===== config.mk =====
export PLATFORM = sky130hd
export DESIGN_NAME = dds_controller_multitone
export DESIGN_NICKNAME = d
export VERILOG_FILES = /design/src/rtl/dds_controller_multitone.sv
export SDC_FILE = /design/constraint.sdc
export NUM_CORES = 2
export LEC_CHECK = 0
export CORE_AREA = 2 2 418 420
export DETAILED_ROUTE_END_ITERATION = 8
export DIE_AREA = 0 0 420 422
export PLACE_DENSITY = 0.52
export SLEW_MARGIN = 25
export SYNTH_ARGS = -nofsm -noshare
export SYNTH_HDL_FRONTEND = slang
export SYNTH_SLANG_ARGS = --single-unit

===== constraint.sdc =====
create_clock -name CLK100MHZ -period 6.35 [get_ports CLK100MHZ]
set_input_delay 0.635 -clock CLK100MHZ [delete_from_list [all_inputs] [get_ports CLK100MHZ]]
set_output_delay 0.635 -clock CLK100MHZ [all_outputs]
set_load 0.02 [all_outputs]

===== src/rtl/dds_controller_multitone.sv =====
// Multi-tone DDS parameter controller: per-tone shadow/active register banks,
// atomic masked commit, and per-tone linear frequency ramps.
module dds_controller_multitone #(
    parameter int NUM_TONES   = 4,
    parameter int FREQ_WIDTH  = 48,
    parameter int AMP_WIDTH   = 14,
    parameter int PHASE_WIDTH = 14
) (
    input  logic                             CLK100MHZ,
    input  logic                             reset,
    input  logic                             cmd_valid,
    input  logic [127:0]                     cmd_data,
    output logic [NUM_TONES*FREQ_WIDTH-1:0]  freq,
    output logic [NUM_TONES*AMP_WIDTH-1:0]   amp,
    output logic [NUM_TONES*PHASE_WIDTH-1:0] phase,
    output logic [NUM_TONES*14-1:0]          amp_offset,
    output logic [63:0]                      time_offset,
    output logic [63:0]                      timestamp,
    output logic [NUM_TONES-1:0]             ramp_active,
    output logic                             cmd_error
);

    typedef enum logic {
        IDLE,
        RAMP
    } ramp_st_e;

    localparam logic [3:0] OP_SET_FREQ   = 4'h0;
    localparam logic [3:0] OP_SET_AP     = 4'h1;
    localparam logic [3:0] OP_SET_AOFS   = 4'h2;
    localparam logic [3:0] OP_SET_TOFS   = 4'h3;
    localparam logic [3:0] OP_COMMIT     = 4'h4;
    localparam logic [3:0] OP_RAMP_START = 4'h5;
    localparam logic [3:0] OP_RAMP_ABORT = 4'h6;

    logic [FREQ_WIDTH-1:0]  freq_sh_q  [NUM_TONES];
    logic [FREQ_WIDTH-1:0]  freq_sh_d  [NUM_TONES];
    logic [FREQ_WIDTH-1:0]  freq_act_q [NUM_TONES];
    logic [FREQ_WIDTH-1:0]  freq_act_d [NUM_TONES];
    logic [AMP_WIDTH-1:0]   amp_sh_q   [NUM_TONES];
    logic [AMP_WIDTH-1:0]   amp_sh_d   [NUM_TONES];
    logic [AMP_WIDTH-1:0]   amp_act_q  [NUM_TONES];
    logic [AMP_WIDTH-1:0]   amp_act_d  [NUM_TONES];
    logic [PHASE_WIDTH-1:0] ph_sh_q    [NUM_TONES];
    logic [PHASE_WIDTH-1:0] ph_sh_d    [NUM_TONES];
    logic [PHASE_WIDTH-1:0] ph_act_q   [NUM_TONES];
    logic [PHASE_WIDTH-1:0] ph_act_d   [NUM_TONES];
    logic [13:0]            aofs_sh_q  [NUM_TONES];
    logic [13:0]            aofs_sh_d  [NUM_TONES];
    logic [13:0]            aofs_act_q [NUM_TONES];
    logic [13:0]            aofs_act_d [NUM_TONES];
    logic [FREQ_WIDTH-1:0]  step_q     [NUM_TONES];
    logic [FREQ_WIDTH-1:0]  step_d     [NUM_TONES];
    logic [23:0]            cnt_q      [NUM_TONES];
    logic [23:0]            cnt_d      [NUM_TONES];
    ramp_st_e               st_q       [NUM_TONES];
    ramp_st_e               st_d       [NUM_TONES];

    logic [63:0] time_offset_q, time_offset_d;
    logic [63:0] timestamp_q, timestamp_d;
    logic        cmd_error_q, cmd_error_d;

    logic [3:0]            cmd_op;
    logic [3:0]            cmd_idx;
    logic [55:0]           payload;
    logic [23:0]           ramp_cnt;
    logic [FREQ_WIDTH-1:0] ramp_step;
    logic                  idx_ok;

    assign cmd_op    = cmd_data[63:60];
    assign cmd_idx   = cmd_data[59:56];
    assign payload   = cmd_data[55:0];
    assign ramp_cnt  = payload[55:32];
    assign ramp_step = FREQ_WIDTH'($signed(payload[31:0]));
    assign idx_ok    = ({1'b0, cmd_idx} < 5'(NUM_TONES));

    always_comb begin
        freq_sh_d     = freq_sh_q;
        freq_act_d    = freq_act_q;
        amp_sh_d      = amp_sh_q;
        amp_act_d     = amp_act_q;
        ph_sh_d       = ph_sh_q;
        ph_act_d      = ph_act_q;
        aofs_sh_d     = aofs_sh_q;
        aofs_act_d    = aofs_act_q;
        step_d        = step_q;
        cnt_d         = cnt_q;
        st_d          = st_q;
        time_offset_d = time_offset_q;
        timestamp_d   = timestamp_q;
        cmd_error_d   = 1'b0;

        // Ramps advance every edge; commands below may override this edge's step.
        for (int t = 0; t < NUM_TONES; t++) begin
            if (st_q[t] == RAMP) begin
                freq_act_d[t] = freq_act_q[t] + step_q[t];
                cnt_d[t]      = cnt_q[t] - 24'd1;
                if (cnt_q[t] == 24'd1) st_d[t] = IDLE;
            end
        end

        if (cmd_valid) begin
            case (cmd_op)
                OP_SET_FREQ, OP_SET_AP, OP_SET_AOFS,
                OP_RAMP_START, OP_RAMP_ABORT: begin
                    if (!idx_ok) cmd_error_d = 1'b1;
                    for (int t = 0; t < NUM_TONES; t++) begin
                        if (cmd_idx == 4'(t)) begin
                            case (cmd_op)
                                OP_SET_FREQ:
                                    freq_sh_d[t] = payload[FREQ_WIDTH-1:0];
                                OP_SET_AP: begin
                                    amp_sh_d[t] = payload[14 +: AMP_WIDTH];
                                    ph_sh_d[t]  = payload[0 +: PHASE_WIDTH];
                                end
                                OP_SET_AOFS:
                                    aofs_sh_d[t] = payload[13:0];
                                OP_RAMP_START: begin
                                    if (ramp_cnt != 24'd0) begin
                                        step_d[t]     = ramp_step;
                                        cnt_d[t]      = ramp_cnt;
                                        st_d[t]       = RAMP;
                                        freq_act_d[t] = freq_act_q[t];
                                    end
                                end
                                default: begin
                                    st_d[t]       = IDLE;
                                    freq_act_d[t] = freq_act_q[t];
                                end
                            endcase
                        end
                    end
                end
                OP_SET_TOFS: time_offset_d = {8'h0, payload};
                OP_COMMIT: begin
                    timestamp_d = cmd_data[127:64];
                    for (int t = 0; t < NUM_TONES; t++) begin
                        if (payload[t]) begin
                            freq_act_d[t] = freq_sh_q[t];
                            amp_act_d[t]  = amp_sh_q[t];
                            ph_act_d[t]   = ph_sh_q[t];
                            aofs_act_d[t] = aofs_sh_q[t];
                            st_d[t]       = IDLE;
                        end
                    end
                end
                default: cmd_error_d = 1'b1;
            endcase
        end
    end

    always_ff @(posedge CLK100MHZ) begin
        if (reset) begin
            for (int t = 0; t < NUM_TONES; t++) begin
                freq_sh_q[t]  <= '0;
                freq_act_q[t] <= '0;
                amp_sh_q[t]   <= '0;
                amp_act_q[t]  <= '0;
                ph_sh_q[t]    <= '0;
                ph_act_q[t]   <= '0;
                aofs_sh_q[t]  <= '0;
                aofs_act_q[t] <= '0;
                step_q[t]     <= '0;
                cnt_q[t]      <= '0;
                st_q[t]       <= IDLE;
            end
            time_offset_q <= '0;
            timestamp_q   <= '0;
            cmd_error_q   <= 1'b0;
        end else begin
            freq_sh_q     <= freq_sh_d;
            freq_act_q    <= freq_act_d;
            amp_sh_q      <= amp_sh_d;
            amp_act_q     <= amp_act_d;
            ph_sh_q       <= ph_sh_d;
            ph_act_q      <= ph_act_d;
            aofs_sh_q     <= aofs_sh_d;
            aofs_act_q    <= aofs_act_d;
            step_q        <= step_d;
            cnt_q         <= cnt_d;
            st_q          <= st_d;
            time_offset_q <= time_offset_d;
            timestamp_q   <= timestamp_d;
            cmd_error_q   <= cmd_error_d;
        end
    end

    for (genvar t = 0; t < NUM_TONES; t++) begin : g_out
        assign freq[t*FREQ_WIDTH +: FREQ_WIDTH]    = freq_act_q[t];
        assign amp[t*AMP_WIDTH +: AMP_WIDTH]       = amp_act_q[t];
        assign phase[t*PHASE_WIDTH +: PHASE_WIDTH] = ph_act_q[t];
        assign amp_offset[t*14 +: 14]              = aofs_act_q[t];
        assign ramp_active[t]                      = (st_q[t] == RAMP);
    end

    assign time_offset = time_offset_q;
    assign timestamp   = timestamp_q;
    assign cmd_error   = cmd_error_q;

endmodule


==> flow_summary.json <==
{
  "clockBufferDepth": 3,
  "dieArea_um2": 177200,
  "ant_nets": 0,
  "maxSlewHeadroom": 0.1757,
  "synth_cell_type_count": 99,
  "skew_ns": 0.04136,
  "status": "complete, no violations",
  "min_period_ns": 4.228,
  "synth_top_cell_by_area": "dfxtp_1",
  "slowest_stage": "nand2b_1",
  "finalSetupViolCount": 0,
  "initialDrtViolationCount": 4609,
  "cts_max_level": 3,
  "grt_overflow": 0,
  "routed_wl_mm": 221.8,
  "cts_resized": 0,
  "final_cell_mix": "1785 x nand2_1, 1067 x a21oi_1, 1067 x dfxtp_1, 585 x clkdlybuf4s50_1, 434 x nor2_1",
  "synthToLayoutAreaGrowth_pct": 23.34,
  "r2r_setup_slack_ns": 2.21,
  "crit_family": "simple AND/OR/NAND/NOR gates",
  "maxSlewViolCount": 0,
  "syn_inst": 6760,
  "yosysSeqAreaShare": 0.4155,
  "critPathLaunchType": "input pin",
  "fp.dieW_um": 420,
  "cts_num_sinks": 1069,
  "met2_usage": 0.4152,
  "crit_top_cell": "nand2_1",
  "clock_latency_ns": 0.78,
  "grt_max_degree": 228,
  "clkTransAtPathRegs_ns": 0.07,
  "grt_pass1_wl_mm": 321.7,
  "cpPeakStageDelay_ns": 0.89,
  "grt_antenna_before_repair": 13,
  "power.density_nw_per_um2": 234.7,
  "ir_worst_vdd_mv": 0.2324,
  "yosys_warnings": 0,
  "cts_buffers": 121,
  "holdPathStages": 3,
  "hold_path.class": "input pin to flip-flop",
  "syn_area_um2": 51510,
  "syn_avg_cell_area_um2": 7.619,
  "end_kind": "flip-flop",
  "synth-edff-count": 0,
  "vias": 49918,
  "port_buffers": 615,
  "required_ns": 7.07,
  "r2r_start": "freq[144]",
  "layout.nets": 7410,
  "fp.dieH_um": 422,
  "synthArstFlopShare": 0,
  "fillers": 17936,
  "grt.busiest_layer": "met2",
  "power_mw": 14.91,
  "wire_per_inst_um": 23.33,
  "grt_setup_unrepaired": "false",
  "start_util": 0.2980,
  "grt_pass1_vias": 46469,
  "reg2reg_to": "freq[186]",
  "root_buffer": "clkbuf_16",
  "final_common_cell": "nand2_1",
  "cp_cell_sequence": "clkdlybuf4s50_1, nor4_1, nand2_1, o21ai_0, a21bo_2, nand2b_1, nand2_1, or4_1, nand3_1",
  "ys_ff_latch": 1069,
  "finalHoldViolCount": 0,
  "drv_cap": 0,
  "post-cts-setup-buffer-count": 0,
  "leakagePower_nw": 22.36,
  "min_to": "timestamp[56]",
  "worst_pin_slew_ns": 1.236,
  "cp_max_fo": 20,
  "r2r_cells": 12,
  "drive_gt1_frac": 0.05862,
  "core-area_um2": 172900,
  "synth_top_area_share": 0.4155,
  "clock.fmax_mhz": 236.5,
  "cts_hold_buffers": 0,
  "arrival_ns": 4.94,
  "cts_tree": "built",
  "path_buf_inv": 1,
  "routed_via_density": 5.250,
  "synth_area_leaders": "dfxtp_1 42%, nand2_1 13%, a21oi_1 10%, ha_1 4.8%, nor2_1 3.3%",
  "first_pass_iters": 6,
  "drc": 0,
  "min_from": "cmd_data[120]",
  "gp_congestion": 0.8890,
  "ios": 624,
  "period_share": 0.6659,
  "num_rows": 153,
  "finalSetupTns_ns": 0,
  "track_usage": 0.2412,
  "crit_type": "input pin to flip-flop",
  "use_met3": 0.03427,
  "synth_flop_cell": "dfxtp_1",
  "hpwlAfterDp_mm": 150.8,
  "use_met1": 0.3064
}
-- layout make-up --
class                   instances  area, µm²  area share
multi-input cells            5108      27940      0.4397
flip-flops and latches       1069      21400      0.3369
repair buffers                708       6751      0.1063
clock buffers                 173       3555     0.05595
well taps                    2325       2909     0.04579
clock inverters                53      704.4     0.01109
inverters                      71      266.5    0.004195
diodes                          2      5.005  0.00007878
-- metal layers --
layer  up-vias  share of wire
met1     24171           0.42
met3       284          0.055
met5         -              0
met2      1492           0.49
met4         0          0.033
li1      23971              -
-- power breakdown --
group	switching, mW	internal [mW]
logic	0.498	0.167
clock network	3.10	4.39
registers	0.0249	6.73
-- worst max-delay path by stage --
| stage | start | end | cells past startpoint |
|---|---|---|---|
| detailed placement | cmd_data[41] | freq[188] | 11 |
| floorplan | freq[144] | freq[186] | 12 |
| finish | cmd_data[41] | freq[42] | 9 |
| global placement | cmd_data[41] | freq[42] | 9 |
| global route | cmd_data[41] | freq[42] | 9 |
| CTS | cmd_data[41] | freq[188] | 11 |
-- cell families (layout without fill, tap and decap cells) --
| kind of cell | Yosys count | in the layout | share of synthesized area |
|---|---|---|---|
| AO/OA/AOI/OAI | 1959 | 1959 | 0.2270 |
| other | 1 | 10 | 0.00007281 |
| buffers and inverters | 590 | 1005 | 0.04586 |
| XOR/XNOR | 230 | 230 | 0.03911 |
| adder cells (fa/ha/maj) | 200 | 200 | 0.04917 |
| flip-flops | 1069 | 1069 | 0.4155 |
| multiplexers | 52 | 52 | 0.01023 |
| AND/OR/NAND/NOR | 2659 | 2659 | 0.2131 |
-- worst reg2reg max path, cell delays in order, from the launching register on --
cell and delay (ns):
dfxtp_1 0.33, ha_1 0.25, fa_1 0.45, a211o_1 0.31, a211oi_1 0.30, o31ai_1 0.22, a31o_2 0.32, o311ai_1 0.42
o211ai_2 0.23, a31oi_1 0.45, o21ai_0 0.21, xnor2_1 0.16, a2111oi_0 0.37
-- stage by stage --
stage,setup WS (ns),util,hold WS [ns],instance area (µm²),instances
after floorplan,2.888,-,0.4316,51530,6767
after global placement,1.290,0.3427,0.4367,59230,9281
after detailed placement,1.263,0.3428,0.4432,59260,9281
after CTS,2.068,0.3674,0.3527,63510,9507
after global routing,1.894,0.3675,0.3933,63530,9508
final,2.122,0.3675,0.4121,63530,9509
-- sequential cells by signal, indices dropped and copies added, names as in the netlist --
| name | count |
|---|---|
| timestamp | 64 |
| phase | 56 |
| cmd_error | 1 |
| time_offset | 56 |
| freq | 192 |
| ramp_active | 4 |
| step_q | 128 |
| ph_sh_q | 56 |
| aofs_sh_q | 56 |
| amp_offset | 56 |
| freq_sh_q | 192 |
| amp | 56 |
| cnt_q | 96 |
| amp_sh_q | 56 |
-- synth_stat cells, types with 32 or more instances --
master	instances
a211oi_1	159
nand3_1	50
a22oi_1	32
dfxtp_1	1069
buf_1	44
a21oi_1	1067
o22ai_1	75
nand2_1	1794
nor2_1	453
ha_1	196
o21ai_0	226
a21o_1	88
xor2_1	84
inv_1	71
nor4_1	40
xnor2_1	146
clkbuf_1	451
nand4_1	64
o21bai_1	48
mux2i_1	50
nor3_1	71
No activity file was read; power rests on OpenSTA's default activity.
